--- src/rtl/regfile_2r1w.sv ---
// regfile_2r1w: parametrised register file, one synchronous write port and two
// independent registered read ports, with write-to-read bypass, out-of-range
// detection and a clear sequencer that zeroes every entry on reset or request.
//
// Ports
//   clock, reset          rising-edge clock, synchronous active-high reset
//   clear / busy          request a full clear (IDLE only) / clear in progress
//   wr_en/wr_addr/wr_data write port; wr_err flags an out-of-range write
//   rd_en_x/rd_addr_x     read request, port x in {a, b}
//   rd_data_x/rd_valid_x  registered read data and 1-cycle valid pulse
//   rd_err_x              out-of-range read, pulses with rd_valid_x
module regfile_2r1w #(
    parameter int unsigned DATA_W = 8,
    parameter int unsigned DEPTH  = 256,
    parameter int unsigned ADDR_W = 8
) (
    input  logic              clock,
    input  logic              reset,
    input  logic              clear,
    output logic              busy,
    input  logic              wr_en,
    input  logic [ADDR_W-1:0] wr_addr,
    input  logic [DATA_W-1:0] wr_data,
    input  logic              rd_en_a,
    input  logic [ADDR_W-1:0] rd_addr_a,
    output logic [DATA_W-1:0] rd_data_a,
    output logic              rd_valid_a,
    output logic              rd_err_a,
    input  logic              rd_en_b,
    input  logic [ADDR_W-1:0] rd_addr_b,
    output logic [DATA_W-1:0] rd_data_b,
    output logic              rd_valid_b,
    output logic              rd_err_b,
    output logic              wr_err
);

    localparam int unsigned IDX_W   = (DEPTH > 1) ? $clog2(DEPTH) : 1;
    localparam int unsigned ADDR_W1 = ADDR_W + 1;
    // One extra bit so DEPTH == 2**ADDR_W is representable for the range test
    localparam logic [ADDR_W:0]   DEPTH_EXT = ADDR_W1'(DEPTH);
    localparam logic [ADDR_W-1:0] LAST_PTR  = ADDR_W'(DEPTH - 1);

    typedef enum logic {
        ST_CLEAR = 1'b0,
        ST_IDLE  = 1'b1
    } state_t;

    state_t state_q, state_d;

    logic [DATA_W-1:0] mem [DEPTH];
    logic [ADDR_W-1:0] ptr_q;

    logic idle;
    logic wr_ok;
    logic rd_ok_a, rd_ok_b;
    logic rd_in_a, rd_in_b;
    logic byp_a, byp_b;

    // Exact decode: no wrap, upper addresses are errors
    function automatic logic in_range(input logic [ADDR_W-1:0] addr);
        return {1'b0, addr} < DEPTH_EXT;
    endfunction

    assign idle    = (state_q == ST_IDLE);
    assign wr_ok   = idle && wr_en && in_range(wr_addr);
    assign rd_ok_a = idle && rd_en_a;
    assign rd_ok_b = idle && rd_en_b;
    assign rd_in_a = in_range(rd_addr_a);
    assign rd_in_b = in_range(rd_addr_b);
    assign byp_a   = wr_ok && (wr_addr == rd_addr_a);
    assign byp_b   = wr_ok && (wr_addr == rd_addr_b);

    // State register
    always_ff @(posedge clock) begin
        if (reset) begin
            state_q <= ST_CLEAR;
        end else begin
            state_q <= state_d;
        end
    end

    // Next-state logic
    always_comb begin
        state_d = state_q;
        case (state_q)
            ST_CLEAR: if (ptr_q == LAST_PTR) state_d = ST_IDLE;
            ST_IDLE:  if (clear)             state_d = ST_CLEAR;
            default:                         state_d = ST_CLEAR;
        endcase
    end

    // Clear pointer and busy flag; busy mirrors the next state so it is registered
    always_ff @(posedge clock) begin
        if (reset) begin
            ptr_q <= '0;
            busy  <= 1'b1;
        end else begin
            busy <= (state_d == ST_CLEAR);
            if (state_q == ST_CLEAR) begin
                ptr_q <= ptr_q + ADDR_W'(1);
            end else begin
                ptr_q <= '0;
            end
        end
    end

    // Storage: clear sequencer has priority, writes only land in IDLE
    always_ff @(posedge clock) begin
        if (!reset) begin
            if (state_q == ST_CLEAR) begin
                mem[IDX_W'(ptr_q)] <= '0;
            end else if (wr_ok) begin
                mem[IDX_W'(wr_addr)] <= wr_data;
            end
        end
    end

    // Read port A: out-of-range returns 0, same-cycle write is forwarded
    always_ff @(posedge clock) begin
        if (reset) begin
            rd_data_a  <= '0;
            rd_valid_a <= 1'b0;
            rd_err_a   <= 1'b0;
        end else begin
            rd_valid_a <= rd_ok_a;
            rd_err_a   <= rd_ok_a && !rd_in_a;
            if (rd_ok_a) begin
                if (!rd_in_a)   rd_data_a <= '0;
                else if (byp_a) rd_data_a <= wr_data;
                else            rd_data_a <= mem[IDX_W'(rd_addr_a)];
            end
        end
    end

    // Read port B: identical to port A
    always_ff @(posedge clock) begin
        if (reset) begin
            rd_data_b  <= '0;
            rd_valid_b <= 1'b0;
            rd_err_b   <= 1'b0;
        end else begin
            rd_valid_b <= rd_ok_b;
            rd_err_b   <= rd_ok_b && !rd_in_b;
            if (rd_ok_b) begin
                if (!rd_in_b)   rd_data_b <= '0;
                else if (byp_b) rd_data_b <= wr_data;
                else            rd_data_b <= mem[IDX_W'(rd_addr_b)];
            end
        end
    end

    // Write error flag
    always_ff @(posedge clock) begin
        if (reset) begin
            wr_err <= 1'b0;
        end else begin
            wr_err <= idle && wr_en && !in_range(wr_addr);
        end
    end

endmodule

--- config.mk ---
export PLATFORM = sky130hd
export DESIGN_NAME = regfile_2r1w
export DESIGN_NICKNAME = d
export VERILOG_FILES = /design/src/rtl/regfile_2r1w.sv
export SDC_FILE = /design/constraint.sdc
export NUM_CORES = 2
export LEC_CHECK = 0
export CAP_MARGIN = 10
export CORE_MARGIN = 2
export CORE_UTILIZATION = 35
export CTS_BUF_LIST = sky130_fd_sc_hd__clkbuf_2 sky130_fd_sc_hd__clkbuf_4 sky130_fd_sc_hd__clkbuf_8
export CTS_CLUSTER_SIZE = 8
export DETAILED_ROUTE_END_ITERATION = 10
export MAX_ROUTING_LAYER = met4
export PLACE_DENSITY = 0.48
export SETUP_SLACK_MARGIN = 0.2
export SYNTH_ARGS = -nofsm -noshare
export SYNTH_HDL_FRONTEND = slang
export SYNTH_SLANG_ARGS = --single-unit
export TNS_END_PERCENT = 5
--- constraint.sdc ---
create_clock -name clock -period 5.8 [get_ports clock]
set_input_delay 1.16 -clock clock [delete_from_list [all_inputs] [get_ports clock]]
set_output_delay 1.16 -clock clock [all_outputs]
set_load 0.1 [all_outputs]
== Word level (Yosys, flattened, before mapping) ==
Memory sizes are Yosys's and may differ from the RTL's. A register that Yosys moved wholly into a read port is not among the register bits.
Index checks and enable logic that the tools add are counted.

* Add/sub/neg operators: 1
* Multiplexer cells: 13
* Bitwise gates (word level): 2
* Equal/unequal tests: 1
* Reductions and logical operators: 5

{| class="wikitable"
|+ Operators by type and width
! operator !! count
|-
| two-way mux 8 bit || 2
|-
| two-way mux 1 bit || 10
|-
| adder 8 x 1 -> 8 bit (second input constant) || 1
|-
| == test 8 bit (second input constant) || 1
|-
| OR reduction 8 bit || 1
|-
| logical AND 1 bit || 3
|-
| inverter 1 bit || 2
|-
| one-hot mux 1 bit (2 select lines) || 1
|-
| OR reduction 2 bit || 1
|}

* Logic and storage cells: 28
* Output and inout port bits: 22
* Input port bits: 38
* Bits in writable memories: 2048
* Memories kept: 1
* Flip-flop bits (word level): 12

{| class="wikitable"
|+ Memory list
! memory !! depth !! bits a word !! read ports !! clocked after memory_dff !! write ports !! RTL line !! text
|-
| mem || 256 || 8 || 2 || 2 || 1 || 50 || <nowiki>logic [DATA_W-1:0] mem [DEPTH];</nowiki>
|}

== Depth between registers and ports, before layout ==
* Word-level depth: 7
* Mapped depth: 14
* Mapped depth without buffers: 8

== Least setup slack after synthesis ==
No wires, ideal clock.

* Path kind: input -> register
* Start point: in reset
* End point: mem mem[0][5], data pin
* Path slack: -0.261 ns
* Library setup time: 0.875 ns
* Stages: 5
* Arrival time: 5.186 ns
* Buffers on the path: 3
* Data required time: 4.925 ns
* Cell sequence: and3b_1 -> buf_4 -> buf_6 -> clkbuf_1 -> and2_1

* Word-level cells in the longest chain between the ends: 4

{| class="wikitable"
|+ Ends and longest elaborated chain
! item !! RTL line !! text
|-
| from (decl) || 18 || <nowiki>input logic reset,</nowiki>
|-
| two-way mux 1 bit || 109 || <nowiki>if (!reset) begin</nowiki>
|-
| two-way mux 1 bit (implied by the code) || 113 || <nowiki>mem[IDX_W'(wr_addr)] <= wr_data;</nowiki>
|-
| OR reduction 8 bit (no source line) || - ||
|-
| two-way mux 8 bit (no source line) || - ||
|-
| to (decl) || 50 ||
|}

No other way between the ends.

== Final worst setup path ==
* Start point: in wr_en
* End point: mem mem[77][3] (enable)

* Word-level cells in the longest chain between the ends: 7
* Elaborated cells between the ends (all ways): 8
* Classes of those cells: 6 x mux; 2 x reduce/logical

{| class="wikitable"
|+ Ends and longest elaborated chain
! item !! RTL line !! text
|-
| from (decl) || 21 || <nowiki>input logic wr_en,</nowiki>
|-
| logical AND 1 bit * || - ||
|-
| two-way mux 1 bit * || 112 || <nowiki>end else if (wr_ok) begin</nowiki>
|-
| two-way mux 1 bit * || 110 || <nowiki>if (state_q == ST_CLEAR) begin</nowiki>
|-
| two-way mux 1 bit * || 109 ||
|-
| two-way mux 1 bit (implied by the code) * || 113 ||
|-
| OR reduction 8 bit (no source line) || - ||
|-
| two-way mux 8 bit (no source line) or two-way mux 1 bit (tied branches) || - ||
|}

Every way passes the cells marked *; elsewhere a longest branch is shown, timed or not.

==> impl_results.md <==
* Sequential area share after synthesis at 63.8%
* Dpl ws at 567 ps
* Met3 Wirelength at 31,700 um
* Postcts setup bufs at 0
* Lkg Pwr at 33.0 nW
* Final setup viols at 0
* Die width at 531 um
* Overall Power at 0.0323 W
* Max clock buf depth at 4
* Vias post-DR at 60,800
* GR Overflow Total at 0
* Max-cap check violation count at 0
* #FFs+latches synth at 2,076
* Fmax at 0.230 GHz
* Clock transition at path regs at 60 ps
* PnR worst setup slack at 1460 ps
* Yosys warning total at 0
* Power per cell area at 285 nW/um^2
* Initial antenna violation count at 24
* Avg Synthesized Cell Area at 18.5 um^2
* Total die area at 282,000 um^2
* Status: complete, no violations
* Mapped Cells at 5,251
* DR top layer: met4
* Internal power at 0.0244 W
* # port buffers at 56
* Largest net degree at the start of global routing at 123
* Global Route Usage Sum at 27.2%
* Chip height at 531 um
* Global-route wire length before repair at 517,000 um
* Post-synth EDFFs at 2,048
* Critical path launch point type: input port
* Crit. End Element: register
* Critical Path AT at 5010 ps
* Drt pass-1 iters at 6
* Row count at 193
* Switch share at 24.4%
* Layout cells sized above 1 at 36.1%
* Root buffer cell: clkbuf_8
* Post-CTS Resized at 0
* GP Congestion at 0.985
* Met2 wire length at 173,000 um
* Post-synth cell types at 77
* Clock Sinks at 2,076
* Worst reg2reg setup slack at 1540 ps
* Clk pwr share at 42.6%
* CORE AREA at 276,000 um^2
* Fillers at 24,800
* Hold Path Class: register to register
* Multi-input gate area at 33,000 um^2
* Num CTS Buffers at 371
* Total Wirelength at 380,000 um
* Max VDD drop at 0.175 mV
* Number of I/O pins at 60
* Area Growth Syn to Fin at 16.2%
* Post-CTS Hold Buffers at 0
* Residual DRC count at 0
* Asr flop ratio synth at 0%
* Dpl hpwl at 260,000 um
* Gate power share at 7.1%
* DRT iter0 DRCs at 8,548
* Htree depth at 5
* Remaining antenna violation count at 0
* Crit path kind: input port to register
* Final Hold Fails at 0
* Clk_lat worst skew at 1060 ps
* Slew HR at 21.5%
* Vias in the first global route at 60,900
* Final #Nets at 5,915
* Critical Path RT at 6470 ps
* Main synth FF type: edfxtp_1
* Clock Skews at 105 ps
* Fin crit period at 4340 ps
* Seq pwr share at 50.4%
* P_sw at 0.00786 W
* RSZ-0062 raised after global routing: no
* Fin. max-slew vios at 0
* CP Max Fanout at 16
* Via density per instance at 6.16
* M1 wire length at 154,000 um
* WL/cell at 38.5 um
* Syn Std Cell Area at 97,300 um^2
* Starting Density at 35.2%
* Period utilization at 74.9%
* CTS tree: built
* FF+latch area at 62,100 um^2
* Worst Tran Pin Value at 1170 ps
==> cell usage after synthesis (40+ instances only) <==
cell type	count	area share, %
a21oi_1	189	0.97
a221oi_1	41	0.37
a22oi_1	222	1.7
buf_2	95	0.49
buf_4	67	0.52
buf_6	48	0.56
clkbuf_1	183	0.71
edfxtp_1	2048	63
mux2i_1	321	3.3
mux4_2	932	22
nand2_1	131	0.51
nand3_1	59	0.30
nor2_1	332	1.3
nor3_1	40	0.21
o21ai_0	57	0.29
o221ai_1	51	0.46
o22ai_1	51	0.33
==> state kept, by name, summed over array words and instances (netlist names) <==
register	flops
mem	2048
rd_data_a	8
idle	1
rd_valid_a	1
rd_valid_b	1
busy	1
ptr_q	8
rd_data_b	8
==> kinds of logic (layout without fill, tap and decap cells) <==
family          Yosys count  in the layout  share of synthesized area [%]
other cells               1             15                        0.00385
fa+ha+maj                 1              1                         0.0129
simple gates            699            699                           3.22
compound gates          745            745                           5.25
xor+xnor                 21             21                          0.189
mux                    1267           1267                           25.0
flops                  2076           2076                           63.8
buf+inv                 441           1346                           2.53
==> power groups by stage <==
stage / Combinational, W / Sequential, W / Clock, W
2_1_floorplan: 0.00122 / 0.0166 / 0
3_3_place_gp: 0.00225 / 0.0166 / 0
3_5_place_dp: 0.00224 / 0.0166 / 0
4_1_cts: 0.00224 / 0.0163 / 0.0140
5_1_grt: 0.00231 / 0.0162 / 0.0146
6_report: 0.00228 / 0.0163 / 0.0137
==> worst paths after layout <==
kind,cells past startpoint,from,end
hold reg to reg,1,ptr_q[0]$_SDFF_PP0_,ptr_q[0]$_SDFF_PP0_
setup reg to reg,8,idle$_SDFF_PP0_,mem[77][3]$_DFFE_PP_
hold / removal,1,ptr_q[0]$_SDFF_PP0_,ptr_q[0]$_SDFF_PP0_
setup / recovery,8,wr_en,mem[77][3]$_DFFE_PP_
==> final cells by class <==
cell class | count | area share (%)
Clock inverter | 153 | 0.924
Timing Repair Buffer | 681 | 5.35
Inverter | 10 | 0.0553
Sequential cell | 2076 | 54.9
Antenna cell | 12 | 0.0266
Clock buffer | 502 | 5.43
Multi-Input combinational cell | 2736 | 29.2
Tap cell | 3705 | 4.10
==> critical path: stages <==
cell and delay (ps):
clkdlybuf4s50_1 510, and3b_2 370, mux2i_1 240, buf_4 180, nor2b_1 770, nand2_1 890, nor2_1 570, buf_4 260
==> layer usage <==
layer	up-vias	GRT usage (%)
met5	-	-
met4	0	12.8
met3	785	4.63
met2	3347	40.3
met1	32900	36.5
li1	23700	-
==> cells in the final DEF (no fill, tap or decap), types with 13 or more instances in the layout <==
cell type / Yosys / final
nor2_1: 332 / 326
clkinv_2: 0 / 41
dfxtp_1: 28 / 28
nor2b_1: 20 / 13
nand3_2: 0 / 16
o22ai_1: 51 / 51
a21oi_1: 189 / 188
o21ai_0: 57 / 57
nor3_1: 40 / 40
a22oi_1: 222 / 222
clkdlybuf4s50_1: 0 / 48
nor4_1: 24 / 22
a22o_1: 30 / 30
clkbuf_8: 0 / 379
mux4_2: 932 / 932
mux2_2: 13 / 13
mux2i_1: 321 / 321
a31oi_1: 19 / 19
edfxtp_1: 2048 / 2048
clkinv_1: 1 / 84
clkbuf_4: 0 / 123
buf_4: 67 / 566
nand3_1: 59 / 43
buf_12: 2 / 62
a211oi_1: 20 / 20
nand2b_1: 21 / 16
o221ai_1: 51 / 51
a221oi_1: 41 / 41
nand2_1: 131 / 129
==> through the flow <==
| stage | std cells | hold WS, ps | TNS, ps | instance area [um^2] | utilization (%) |
|---|---|---|---|---|---|
| floorplan | 5253 | 429 | -323970 | 97300 | - |
| detailed placement | 9208 | 484 | 0 | 106000 | 38.3 |
| CTS | 9863 | 492 | 0 | 113000 | 40.9 |
| finish | 9875 | 500 | 0 | 113000 | 40.9 |
| global placement | 9205 | 476 | 0 | 106000 | 38.3 |
| global route | 9871 | 544 | 0 | 113000 | 40.9 |
(Power assumes the default switching activity.)
